**src/rtl/cpu_pkg.sv**
```systemverilog
// Shared CPU definitions used by the fetch-stage program counter.
// Contents:
//   pc_state_t           - PC sequencer states (RUN / HALT)
//   RESET_VECTOR_DEFAULT - default PC after reset
//   TRAP_VECTOR_DEFAULT  - default PC after a trap
package cpu_pkg;

  typedef enum logic {
    PC_RUN  = 1'b0,
    PC_HALT = 1'b1
  } pc_state_t;

  localparam logic [31:0] RESET_VECTOR_DEFAULT = 32'h0000_0000;
  localparam logic [31:0] TRAP_VECTOR_DEFAULT  = 32'h0000_0100;

endpackage

```
**src/rtl/return_address_stack.sv**
```systemverilog
// Circular return-address stack.
// When full, a push overwrites the oldest entry and the count stays saturated.
// Callers must only assert i_pop or i_replace while the stack is non-empty.
// Ports:
//   i_clock, i_reset   - clock, asynchronous active-high reset
//   i_push             - push i_push_data as the new top
//   i_pop              - drop the top entry
//   i_replace          - overwrite the top entry with i_push_data
//   i_push_data        - data for push / replace
//   o_top_data         - current top entry
//   o_count            - number of valid entries (0..DEPTH)
//   o_full, o_empty    - occupancy status
module return_address_stack #(
  parameter int unsigned DEPTH = 4,
  parameter int unsigned WIDTH = 32
) (
  input  logic                     i_clock,
  input  logic                     i_reset,
  input  logic                     i_push,
  input  logic                     i_pop,
  input  logic                     i_replace,
  input  logic [WIDTH-1:0]         i_push_data,
  output logic [WIDTH-1:0]         o_top_data,
  output logic [$clog2(DEPTH):0]   o_count,
  output logic                     o_full,
  output logic                     o_empty
);

  localparam int unsigned PTR_W = $clog2(DEPTH);
  localparam int unsigned CNT_W = PTR_W + 1;

  logic [WIDTH-1:0] r_mem [DEPTH];
  logic [PTR_W-1:0] r_top;
  logic [CNT_W-1:0] r_count;
  logic [PTR_W-1:0] w_next_top;

  assign w_next_top = r_top + PTR_W'(1);
  assign o_full     = (r_count == CNT_W'(DEPTH));
  assign o_empty    = (r_count == '0);
  assign o_count    = r_count;
  assign o_top_data = r_mem[r_top];

  // NOTE: sequential state is written with non-blocking assignments so every
  // register samples its inputs from the same pre-edge values.
  always_ff @(posedge i_clock or posedge i_reset) begin
    if (i_reset) begin
      r_top   <= '0;
      r_count <= '0;
    end else if (i_push) begin
      // Pointer wraps naturally; when full this lands on the oldest entry.
      r_top <= w_next_top;
      if (!o_full) r_count <= r_count + CNT_W'(1);
    end else if (i_pop && !o_empty) begin
      r_top   <= r_top - PTR_W'(1);
      r_count <= r_count - CNT_W'(1);
    end
  end

  // NOTE: the storage array has no reset; entries are only ever read once
  // the count says they are valid, so clearing them would be wasted logic.
  always_ff @(posedge i_clock) begin
    if (i_push) begin
      r_mem[w_next_top] <= i_push_data;
    end else if (i_replace && !o_empty) begin
      r_mem[r_top] <= i_push_data;
    end
  end

endmodule

```
**src/rtl/pc_unit_ras.sv**
```systemverilog
// Fetch-stage program counter with stall, sticky halt, trap wake-up and a
// return-address stack for call/return redirection.
// Ports:
//   clock, reset          - clock, asynchronous active-high reset
//   is_halt               - enter HALT (unless trap in the same cycle)
//   stall                 - hold PC and RAS this cycle (RUN only)
//   trap                  - redirect to TRAP_VECTOR, leaves HALT
//   branch_taken          - redirect to branch_target
//   branch_target         - redirect / fallback address
//   is_call               - branch_taken is a call (push return address)
//   is_return             - redirect to RAS top and pop
//   program_counter_value - current PC (registered)
//   halted                - 1 while in HALT
//   ras_count             - valid RAS entries
//   ras_overflow          - sticky: call pushed while RAS full
//   ras_underflow         - sticky: return while RAS empty
module pc_unit_ras
  import cpu_pkg::*;
#(
  parameter int unsigned          PC_WIDTH     = 32,
  parameter logic [PC_WIDTH-1:0]  RESET_VECTOR = RESET_VECTOR_DEFAULT[PC_WIDTH-1:0],
  parameter logic [PC_WIDTH-1:0]  TRAP_VECTOR  = TRAP_VECTOR_DEFAULT[PC_WIDTH-1:0],
  parameter int unsigned          INSTR_BYTES  = 4,
  parameter int unsigned          RAS_DEPTH    = 4
) (
  input  logic                        clock,
  input  logic                        reset,
  input  logic                        is_halt,
  input  logic                        stall,
  input  logic                        trap,
  input  logic                        branch_taken,
  input  logic [PC_WIDTH-1:0]         branch_target,
  input  logic                        is_call,
  input  logic                        is_return,
  output logic [PC_WIDTH-1:0]         program_counter_value,
  output logic                        halted,
  output logic [$clog2(RAS_DEPTH):0]  ras_count,
  output logic                        ras_overflow,
  output logic                        ras_underflow
);

  localparam logic [PC_WIDTH-1:0] STEP = PC_WIDTH'(INSTR_BYTES);

  pc_state_t           r_state;
  logic [PC_WIDTH-1:0] r_pc;
  logic                r_halted;
  logic                r_overflow;
  logic                r_underflow;

  logic [PC_WIDTH-1:0] w_ret_addr;
  logic [PC_WIDTH-1:0] w_ras_top;
  logic                w_ras_full;
  logic                w_ras_empty;
  logic                w_active;
  logic                w_swap;
  logic                w_push;
  logic                w_pop;
  logic                w_replace;

  // Wraps modulo 2^PC_WIDTH by construction.
  assign w_ret_addr = r_pc + STEP;

  // A cycle that reaches the return/branch levels of the priority chain.
  assign w_active = (r_state == PC_RUN) && !trap && !is_halt && !stall;
  assign w_swap   = is_return && is_call && branch_taken;

  // NOTE: every always_comb output gets a default first so no path can leave
  // it unassigned and infer a latch.
  always_comb begin
    w_push    = 1'b0;
    w_pop     = 1'b0;
    w_replace = 1'b0;
    if (w_active) begin
      if (is_return) begin
        if (w_swap) begin
          // Co-routine swap; on an empty stack it degrades to a plain call.
          if (w_ras_empty) w_push    = 1'b1;
          else             w_replace = 1'b1;
        end else if (!w_ras_empty) begin
          w_pop = 1'b1;
        end
      end else if (branch_taken && is_call) begin
        w_push = 1'b1;
      end
    end
  end

  return_address_stack #(
    .DEPTH (RAS_DEPTH),
    .WIDTH (PC_WIDTH)
  ) u_ras (
    .i_clock     (clock),
    .i_reset     (reset),
    .i_push      (w_push),
    .i_pop       (w_pop),
    .i_replace   (w_replace),
    .i_push_data (w_ret_addr),
    .o_top_data  (w_ras_top),
    .o_count     (ras_count),
    .o_full      (w_ras_full),
    .o_empty     (w_ras_empty)
  );

  always_ff @(posedge clock or posedge reset) begin
    if (reset) begin
      r_state     <= PC_RUN;
      r_pc        <= RESET_VECTOR;
      r_halted    <= 1'b0;
      r_overflow  <= 1'b0;
      r_underflow <= 1'b0;
    end else begin
      case (r_state)
        PC_HALT: begin
          if (trap) begin
            r_state  <= PC_RUN;
            r_halted <= 1'b0;
            r_pc     <= TRAP_VECTOR;
          end
        end
        PC_RUN: begin
          if (trap) begin
            r_pc <= TRAP_VECTOR;
          end else if (is_halt) begin
            r_state  <= PC_HALT;
            r_halted <= 1'b1;
          end else if (stall) begin
            r_pc <= r_pc;
          end else if (is_return) begin
            // Empty stack: fall back to branch_target (also covers empty swap).
            if (w_ras_empty) begin
              r_pc        <= branch_target;
              r_underflow <= 1'b1;
            end else begin
              r_pc <= w_ras_top;
            end
          end else if (branch_taken) begin
            r_pc <= branch_target;
            if (is_call && w_ras_full) r_overflow <= 1'b1;
          end else begin
            r_pc <= w_ret_addr;
          end
        end
        default: begin
          r_state  <= PC_RUN;
          r_halted <= 1'b0;
        end
      endcase
    end
  end

  assign program_counter_value = r_pc;
  assign halted                = r_halted;
  assign ras_overflow          = r_overflow;
  assign ras_underflow         = r_underflow;

endmodule
```
**config.mk**
```make
export PLATFORM = sky130hd
export DESIGN_NAME = pc_unit_ras
export DESIGN_NICKNAME = d
export VERILOG_FILES = /design/src/rtl/cpu_pkg.sv /design/src/rtl/return_address_stack.sv /design/src/rtl/pc_unit_ras.sv
export SDC_FILE = /design/constraint.sdc
export NUM_CORES = 1
export LEC_CHECK = 0
export ABC_CLOCK_PERIOD_IN_PS = 4700
export BUFFER_PORTS_ARGS = -buffer_cell sky130_fd_sc_hd__buf_2
export CAP_MARGIN = 20
export CORE_ASPECT_RATIO = 0.7
export CORE_UTILIZATION = 53
export CTS_CLUSTER_SIZE = 14
export DETAILED_ROUTE_END_ITERATION = 10
export PLACE_DENSITY = 0.76
export REMOVE_ABC_BUFFERS = 1
export SYNTH_ARGS = -nofsm -noshare
export SYNTH_HDL_FRONTEND = slang
export SYNTH_SLANG_ARGS = --single-unit
export TNS_END_PERCENT = 10
```
**constraint.sdc**
```tcl
create_clock -name clock -period 4.7 [get_ports clock]
set_input_delay 0.705 -clock clock [delete_from_list [all_inputs] [get_ports clock]]
set_output_delay 0.705 -clock clock [all_outputs]
set_load 0.01 [all_outputs]
```
Yosys cells after proc, flatten, opt, wreduce, memory -nomap -nowiden --
Memory sizes are Yosys's and may differ from the RTL's. Index checks and enable logic that the tools add are counted.
Word-level totals: register bits after elaboration 41, memories 1, bits in writable memories 128, output and inout bits 38, bits of input ports 40
Cells by class: muxes and demuxes 41, add/sub/neg operators 5, reductions and logical operators 21, bitwise logic cells 5, equal/unequal tests 7
Memories:
- u_ras.r_mem | depth 4, width 32, rd ports 1, clocked after Yosys merged registers in 0, write ports 1, RTL line return_address_stack.sv:32 | logic [WIDTH-1:0] r_mem [DEPTH];
Operators with widths (count):
- 2-to-1 mux 32 bit | 8
- case mux 32 bit (2 select lines) | 1
- adder 32 x 3 -> 32 bit (second input constant) | 1
- OR reduction 32 bit | 1
- 2-to-1 mux 1 bit | 24
- logical AND 1 bit | 9
- 2-to-1 mux 3 bit | 3
- inequality test 2 bit (second input constant) | 4
- AND reduction 7 bit | 1
- 2-to-1 mux 2 bit | 3
- inequality test 3 bit (second input constant) | 2
- AND reduction 3 bit | 2
- AND reduction 6 bit | 1
- NOT 1 bit | 5
- zero test 1 bit | 4
- case mux 1 bit (2 select lines) | 2
- adder 3 x 1 -> 3 bit (second input constant) | 1
- == test 3 bit (second input constant) | 1
- zero test 3 bit | 1
- subtractor 3 x 1 -> 3 bit (second input constant) | 1
- adder 2 x 1 -> 2 bit (second input constant) | 1
- AND reduction 2 bit | 1
- nonzero test 2 bit | 1
- subtractor 2 x 1 -> 2 bit (second input constant) | 1

Longest topological paths before layout --
Gate-level depths: netlist of the first run.
word-level depth 11, gate-level depth with buffers 9, gate-level depth less buffers 8

By module --
From an unflattened synthesis of the first run, not the netlist that was laid out.
Second synthesis, totals: cell total of the unflattened synthesis 609, area total of the unflattened synthesis 8331.7 um^2
By module, submodules not included:
- return_address_stack | times used 1, cells each 210, area each 4982.3 um^2
- pc_unit_ras | times used 1, cells each 399, area each 3349.5 um^2

Worst setup path after synthesis of the first run --
OpenSTA, ideal clock, no wires.
path type input port to flip-flop, from in trap, to mem u_ras.r_mem[3][0] (enable), path slack -876 ps, arrival time 5063 ps, stages 5, path buffers 2, cells stage by stage nor4_1 > clkbuf_1 > buf_2 > nand2_1 > nor4b_1
On the way: word-level cells in the longest chain between the ends 11, elaborated cells between the ends (all ways) 15, those cells by class mux (9); reduce/logical (6)
Ends and longest elaborated chain:
- from (decl) | RTL line pc_unit_ras.sv:30 | input logic trap,
- zero test 1 bit (*) | RTL line pc_unit_ras.sv:64 | assign w_active = (r_state == PC_RUN) && !trap && !is_halt && !stall;
- logical AND 1 bit (*) (3 in series) | RTL line pc_unit_ras.sv:64
- 2-to-1 mux 1 bit | RTL line pc_unit_ras.sv:73 | if (w_active) begin
- logical AND 1 bit | RTL line return_address_stack.sv:64 | end else if (i_replace && !o_empty) begin
- 2-to-1 mux 1 bit | RTL line return_address_stack.sv:64
- 2-to-1 mux 1 bit | RTL line return_address_stack.sv:62 | if (i_push) begin
- 2-to-1 mux 1 bit (not written as such) | RTL line return_address_stack.sv:65 | r_mem[r_top] <= i_push_data;
- OR reduction 32 bit (no line)
- 2-to-1 mux 2 bit (no line) or 2-to-1 mux 1 bit (tied branches)
- to (decl) | RTL line return_address_stack.sv:32
Every way passes the cells marked *; elsewhere a longest branch is shown, timed or not.

Final worst setup path of the first run --
from reg u_ras.r_count[1] (netlist: u_ras.o_count[1]), to mem u_ras.r_mem[2][3] (enable)
On the way: word-level cells in the longest chain between the ends 11, elaborated cells between the ends (all ways) 19, those cells by class mux (15); reduce/logical (4)
Ends and longest elaborated chain:
- from (decl) | RTL line return_address_stack.sv:34 | logic [CNT_W-1:0] r_count;
- from (signal assigned) | RTL line return_address_stack.sv:52 | if (!o_full) r_count <= r_count + CNT_W'(1);
- from (signal assigned) | RTL line return_address_stack.sv:55 | r_count <= r_count - CNT_W'(1);
- zero test 3 bit (*) | RTL line return_address_stack.sv:39 | assign o_empty = (r_count == '0);
- 2-to-1 mux 1 bit | RTL line pc_unit_ras.sv:77 | if (w_ras_empty) w_push = 1'b1;
- 2-to-1 mux 1 bit | RTL line pc_unit_ras.sv:75 | if (w_swap) begin
- 2-to-1 mux 1 bit | RTL line pc_unit_ras.sv:74 | if (is_return) begin
- 2-to-1 mux 1 bit | RTL line pc_unit_ras.sv:73
- logical AND 1 bit | RTL line return_address_stack.sv:64
- 2-to-1 mux 1 bit | RTL line return_address_stack.sv:64
- 2-to-1 mux 1 bit | RTL line return_address_stack.sv:62
- 2-to-1 mux 1 bit (not written as such) | RTL line return_address_stack.sv:65
- OR reduction 32 bit (no line)
- 2-to-1 mux 2 bit (no line) or 2-to-1 mux 1 bit (tied branches)
Marks and branches as above.

==> results of run 1 <==
## Yosys cell counts, types with 3 or more instances
library cell	number	share of area (%)
mux2_2	4	0.57
mux2i_1	17	2.1
buf_4	4	0.38
nand4_1	9	0.71
dfrtp_1	41	13
nand2_1	60	2.8
and2_1	3	0.24
and4_1	7	0.77
o221ai_1	3	0.33
nand3_1	16	1.0
xor2_1	5	0.55
o22ai_1	5	0.39
a221o_1	5	0.63
a21o_1	12	1.1
a31oi_1	9	0.71
or4_1	6	0.57
xnor2_1	19	2.1
nor4_1	5	0.39
nor2_1	30	1.4
o31ai_1	7	0.66
clkbuf_1	18	0.85
mux4_2	32	9.1
a21oi_1	37	2.3
nor3_1	11	0.69
edfxtp_1	128	48
buf_2	8	0.50
inv_1	10	0.47
and3_1	4	0.32
o21ai_0	39	2.5
## where the power goes
part	leakage [uW]	internal (uW)	switching (uW)
Combinational	0.00143	468	499
Sequential	0.00172	1690	183
Clock	0.000298	906	576
## flip-flops by register name, summed over array words and instances (netlist names)
register	count
program_counter_value	32
u_ras.r_mem	128
r_state	1
u_ras.r_top	2
halted	1
ras_underflow	1
u_ras.o_count	3
ras_overflow	1
## through the flow
| step | total power (uW) | setup WS (ns) |
|---|---|---|
| floorplan | 2520 | -1.63 |
| global placement | 2820 | 1.56 |
| detailed placement | 2860 | 1.43 |
| CTS | 4330 | 1.56 |
| global route | 4480 | 1.60 |
| finish | 4320 | 1.78 |
## kinds of logic after synthesis
family / count (synthesis)
xor+xnor: 24
flops: 169
compound gates: 134
simple gates: 167
mux: 53
buf+inv: 45
fa+ha+maj: 2
## worst min-delay path by stage
| stage | start | end | cells after the start |
|---|---|---|---|
| after CTS | ras_overflow$_DFFE_PP0P_ | ras_overflow$_DFFE_PP0P_ | 1 |
| after global routing | ras_overflow$_DFFE_PP0P_ | ras_overflow$_DFFE_PP0P_ | 1 |
| final | ras_overflow$_DFFE_PP0P_ | ras_overflow$_DFFE_PP0P_ | 1 |
| after detailed placement | ras_overflow$_DFFE_PP0P_ | ras_overflow$_DFFE_PP0P_ | 1 |
| after floorplan | ras_overflow$_DFFE_PP0P_ | ras_overflow$_DFFE_PP0P_ | 1 |
| after global placement | ras_underflow$_DFFE_PP0P_ | ras_underflow$_DFFE_PP0P_ | 1 |
## layout by cell type, fill, tap and decap left out, types with 11 or more instances in the layout
cell type and count:
nor3_1 11, nor2_1 27, mux2i_1 17, nand2_1 60, xnor2_1 19, edfxtp_1 128
clkbuf_16 17, dfrtp_1 40, nand3_1 16, o21ai_0 39, buf_2 77, a21oi_1 37
mux4_2 32, a21o_1 12
## routing by layer
metal,global-route usage (%),vias up,share of wire [%]
met5,0,-,0
met4,7.00,0,1.2
met3,5.44,26,9.8
met2,42.6,356,46
met1,42.2,2950,43
li1,-,2454,-
## layout make-up
cell class / count / area (sq um) / area share (%)
Clock buffer: 21 / 450 / 4.91
Sequential cell: 169 / 4870 / 53.1
Tap cell: 195 / 244 / 2.66
Multi-Input combinational cell: 380 / 2900 / 31.6
Timing Repair Buffer: 88 / 500 / 5.45
Inverter: 11 / 41.3 / 0.450
Clock inverter: 11 / 171 / 1.87
==> out/results.ini, run 1 <==
[floorplan]
rows = 37
start_util_pct = 54.1
die-area_sq_mm = 0.0155
die_h_um = 104
io_pins = 78
core_area_sq_mm = 0.0147
fp.dieW_um = 148

[clock_network]
htree_levels = 4
clk_latency_ns = 0.43
cts_sinks = 169
postCtsSetupRepairBufs = 0
clk_path_buf_depth = 2
ctsResizeCount = 0
cts-root-buf = clkbuf_16
cts_made_buffers = 17
postCtsHoldBufs = 0
cts_tree = done
clkTransAtPathRegs_ns = 0.06

[worst_setup_path]
reg2regPathDepth = 7
end_kind = flop
ff2ff_setup_slack_ns = 1.78
crit_buf_inv = 2
crit_required_ns = 4.83
slowest_stage = o31ai_1
critPathTopFamily = compound AO/OA/AOI/OAI gates
startpoint = u_ras.o_count[1]$_DFFE_PP0P_
r2r_end = u_ras.r_mem[2][3]$_DFFE_PP_
endpoint = u_ras.r_mem[2][3]$_DFFE_PP_
arrival_ns = 3.05
start_kind = flop
slowest_delay_ns = 0.76
worst-path-max-fanout = 17
crit_type = flop to flop
timing.rr.start = u_ras.o_count[1]$_DFFE_PP0P_
crit_cells = 7
path_cells = o31ai_1 > buf_4 > nand2_1 > nor2_1 > a21oi_1 > nor2_4 > buf_16

[synth]
yosys.area_share.xor_xnor_pct = 2.65
ys.flop_type = edfxtp_1
yosys.area_share.simple_pct = 10.6
avgSynthCellArea_sq_um = 13.4
syn_area_sq_mm = 0.00794
synthAdderAreaFrac_pct = 0.410
asyncSetResetFlopFracSynth_pct = 24.3
synthMuxAreaShare_pct = 11.8
ys_seq_area_share_pct = 61.4
ys_types = 60
synth_top_family_by_area = multiplexers
synth_edf_count = 128
synth_cells = 594
synth_compound_area_share_pct = 10.6
yosysWarnings = 0
postSynthRegisterBits = 169

[timing]
grt_setup_unrepaired = false
max_clock_freq_ghz = 0.342
tns_ns = 0
period_minus_slack_ns = 2.92
setup_viol = 0
clock_skew_ns = 0.00817
drv_slew = 0
tightest_slew_ns = 1.02
period_share_pct = 62.1
max_slew_margin_pct = 32.0
hold_slack_ns = 0.467
final-hold-violation-count = 0

[power]
leakage_uw = 0.00345
max-vdd-ir-drop_mv = 0.258
cellPowerDensity_mw_per_mm2 = 471

[drt]
wirelength_mm = 20.9
first_iter_violations = 768
num_vias = 5786
drc = 0
drt-pass1-iter-count = 6
via_per_inst = 6.61
post_drt_wl_per_cell_um = 23.9
detail-route-antenna-nets = 0

[global_route]
grt_remaining_overflow = 0
grt_first_pass_wirelength_mm = 31.9
antenna_found_initial = 0
grt_pass1_vias = 5537
grt_max_degree = 42
grt.total_usage_pct = 28.2

[cells_and_area]
final_layout_size_suffix_gt1_share_pct = 24.6
fill_cells = 1078
finalNetCount = 709
instances_no_fill = 875
fin_util_pct = 62.5
antenna_cells = 0
area_delta_synth_final_pct = 15.6
final_cell_area_sq_mm = 0.00918

[placed_design]
placed_area_sq_mm = 0.00851
place.gp.congestion = 0.844
place_inst = 841
hpwlAfterDp_mm = 13.1
portBuffers = 77

[outcome]
status = finished clean

[hold_path]
hp-class = flop to flop

[run]
drv_cap = 0

(Power assumes the default switching activity.)
==> run 2: changes to the inputs <==
Settings changed: ABC_CLOCK_PERIOD_IN_PS 4700 to 3000, CORE_UTILIZATION 53 to 59, PLACE_DENSITY 0.76 to 0.8.
Clock period 4.7 ns to 3 ns, I/O delays scaled along.
==> run 2 against run 1 <==
  * Cell count shrank 1.7%
  * Total power grew 55%
  * Routed wire length shrank 0.84%
  * Clock skew grew 0.0041 ns
  * Non-clock buffer count grew 14
  * Worst hold slack lost 0.22 ns
  * Sequential power grew 55%
  * Core utilization grew 7.4 points
  * Combinational power grew 68%
  * Flip-flop and latch count is the same
  * First-iteration DRC count shrank 0.39%
  * Critical endpoint is now u_ras.o_count[2]$_DFFE_PP0P_
  * Largest cell class unchanged
==> out/results.ini, run 2 (synthesis results as in run 1) <==
[cells_and_area]
fin_util_pct = 70.0  ; +7.4 points
antenna_cells = 0  ; unchanged
area_delta_synth_final_pct = 15.8
multi_input_area_sq_mm = 0.00290  ; unchanged
final_cell_mix = edfxtp_1, buf_2, nand2_1
regMostFlops = u_ras.r_mem
largest_reg_flops = 128  ; unchanged
final_layout_size_suffix_gt1_share_pct = 26.2  ; +1.7 points
finalNetCount = 723  ; +2.0%
final_common_cell = edfxtp_1
fill_cells = 915  ; -15%
register_area_sq_mm = 0.00487  ; unchanged

[worst_setup_path]
crit_cells = 8  ; +1
worst-path-max-fanout = 5  ; -12
crit_required_ns = 3.34  ; -1.49 ns
r2r_end = u_ras.o_count[2]$_DFFE_PP0P_
slowest_stage = or4_1
crit_type = flop to flop
path_cells = or4_1 > nor2_1 > nand2_1 > fa_1 > or3_1 > a21oi_1 > nor2_1 > a31oi_1
crit_buf_inv = 0  ; -2
ff2ff_setup_slack_ns = 0.45  ; -1.33 ns
endpoint = u_ras.o_count[2]$_DFFE_PP0P_
slowest_delay_ns = 0.57  ; -0.19 ns
critPathTopFamily = simple AND/OR/NAND/NOR gates
start_kind = flop
reg2regPathDepth = 8  ; +1
arrival_ns = 2.89  ; -0.16 ns
crit_top_cell = nor2_1
startpoint = r_state$_DFF_PP0_
timing.rr.start = r_state$_DFF_PP0_
end_kind = flop

[floorplan]
start_util_pct = 60.4  ; +6.3 points
die-area_sq_mm = 0.0139  ; -10%
rows = 35  ; -5.4%
io_pins = 78  ; unchanged
fp.dieW_um = 141  ; -5.2%
die_h_um = 99.0  ; -5.1%
core_area_sq_mm = 0.0131  ; -10%

[clock_network]
postCtsHoldBufs = 0  ; unchanged
cts-root-buf = clkbuf_16
cts_sinks = 169  ; unchanged
cts_tree = done
htree_levels = 4  ; unchanged
cts_made_buffers = 17  ; unchanged
clk_path_buf_depth = 2  ; unchanged
ctsResizeCount = 0  ; unchanged
clk_latency_ns = 0.42  ; about the same
clkTransAtPathRegs_ns = 0.07  ; about the same
postCtsSetupRepairBufs = 0  ; unchanged

[run]
drv_cap = 0  ; unchanged

[power]
cellPowerDensity_mw_per_mm2 = 727  ; +54%
power_switching_share_pct = 30.5  ; +1.4 points
leakage_uw = 0.00349  ; +1.0%
pwr-share-comb_pct = 24.2  ; +1.8 points
max-vdd-ir-drop_mv = 0.479  ; +86%
p_sw_uw = 2040  ; +62%
internal_power_uw = 4640  ; +52%
power_frac_clock_pct = 32.4  ; -1.9 points
power_frac_seq_pct = 43.4  ; about the same

[drt]
post_drt_wl_per_cell_um = 24.1  ; +0.89%
first_iter_violations = 765  ; -0.39%
via_per_inst = 6.79  ; +2.7%
drt-pass1-iter-count = 6  ; unchanged
num_vias = 5841  ; +0.95%
detail-route-antenna-nets = 0  ; unchanged
drc = 0  ; unchanged
wirelength_mm = 20.7  ; -0.84%

[timing]
max_slew_margin_pct = 27.2  ; -4.7 points
hold_slack_ns = 0.250  ; -0.217 ns
clock_skew_ns = 0.0123  ; +0.00414 ns
period_share_pct = 85.1  ; +23 points
period_minus_slack_ns = 2.55  ; -0.366 ns
grt_setup_unrepaired = false
tightest_slew_ns = 1.09  ; +0.0696 ns
final-hold-violation-count = 0  ; unchanged
drv_slew = 0  ; unchanged
max_clock_freq_ghz = 0.392  ; +14%
setup_viol = 0  ; unchanged

[placed_design]
place.gp.congestion = 0.880  ; +4.3%
portBuffers = 77  ; unchanged
hpwlAfterDp_mm = 13.5  ; +2.5%

[global_route]
grt_first_pass_wirelength_mm = 32.3  ; +0.97%
antenna_found_initial = 0  ; unchanged
grt_max_degree = 42  ; unchanged
grt.total_usage_pct = 31.6  ; +3.4 points
grt_pass1_vias = 5810  ; +4.9%
grt_remaining_overflow = 0  ; unchanged

[hold_path]
hp-class = input port to async pin

[outcome]
status = finished clean

run 2: cell count changes in the layout (fill, tap and decap cells not counted), moves of 2 or more:
cell	previous run	this run
clkinv_4	2	0
clkbuf_1	3	1
buf_4	9	23
bufinv_16	4	2
clkinvlp_4	2	5
inv_6	1	4
run 2: routing by layer:
layer / vias up / routed length [um] / track usage [%]
met5: - / 0 / 0
met4: 0 / 507 / 15.6
met3: 49 / 2310 / 7.24
met2: 425 / 9560 / 47.2
met1: 2884 / 8370 / 44.2
li1: 2483 / - / -
run 2: through the flow:
stage	cells	cell area, sq um	setup WS [ns]	setup TNS (ns)	total power [uW]
2_1_floorplan	560	7770	-3.07	-250.78	3950
3_3_place_gp	828	8620	0.418	0	4480
5_1_grt	860	9190	0.328	0	6890
6_report	860	9190	0.446	0	6680
3_5_place_dp	828	8620	0.319	0	4540
4_1_cts	860	9190	0.488	0	6680
run 2: power groups by stage:
stage / sequential, uW / combinational [uW] / clock, uW
after floorplan: 3000 / 956 / 0
after global placement: 2940 / 1540 / 0
after detailed placement: 2950 / 1600 / 0
after CTS: 2900 / 1610 / 2170
after global routing: 2920 / 1730 / 2240
final: 2900 / 1620 / 2170
run 2: layout make-up:
class	instances	share of cell area, %
Sequential cell	169	53.0
Clock inverter	14	1.59
Inverter	11	0.449
Timing Repair Buffer	102	6.51
Tap cell	166	2.26
Clock buffer	18	4.67
Multi-Input combinational cell	380	31.5
run 2: how the worst min path moves through the flow:
stage,from,to,slack [ns],cells past startpoint
after floorplan,ras_overflow$_DFFE_PP0P_,ras_overflow$_DFFE_PP0P_,0.49,1
after global placement,ras_overflow$_DFFE_PP0P_,ras_overflow$_DFFE_PP0P_,0.44,1
after detailed placement,ras_overflow$_DFFE_PP0P_,ras_overflow$_DFFE_PP0P_,0.45,1
after CTS,reset,program_counter_value[11]$_DFFE_PP0P_,0.27,2
after global routing,reset,program_counter_value[11]$_DFFE_PP0P_,0.32,2
final,reset,ras_underflow$_DFFE_PP0P_,0.25,2
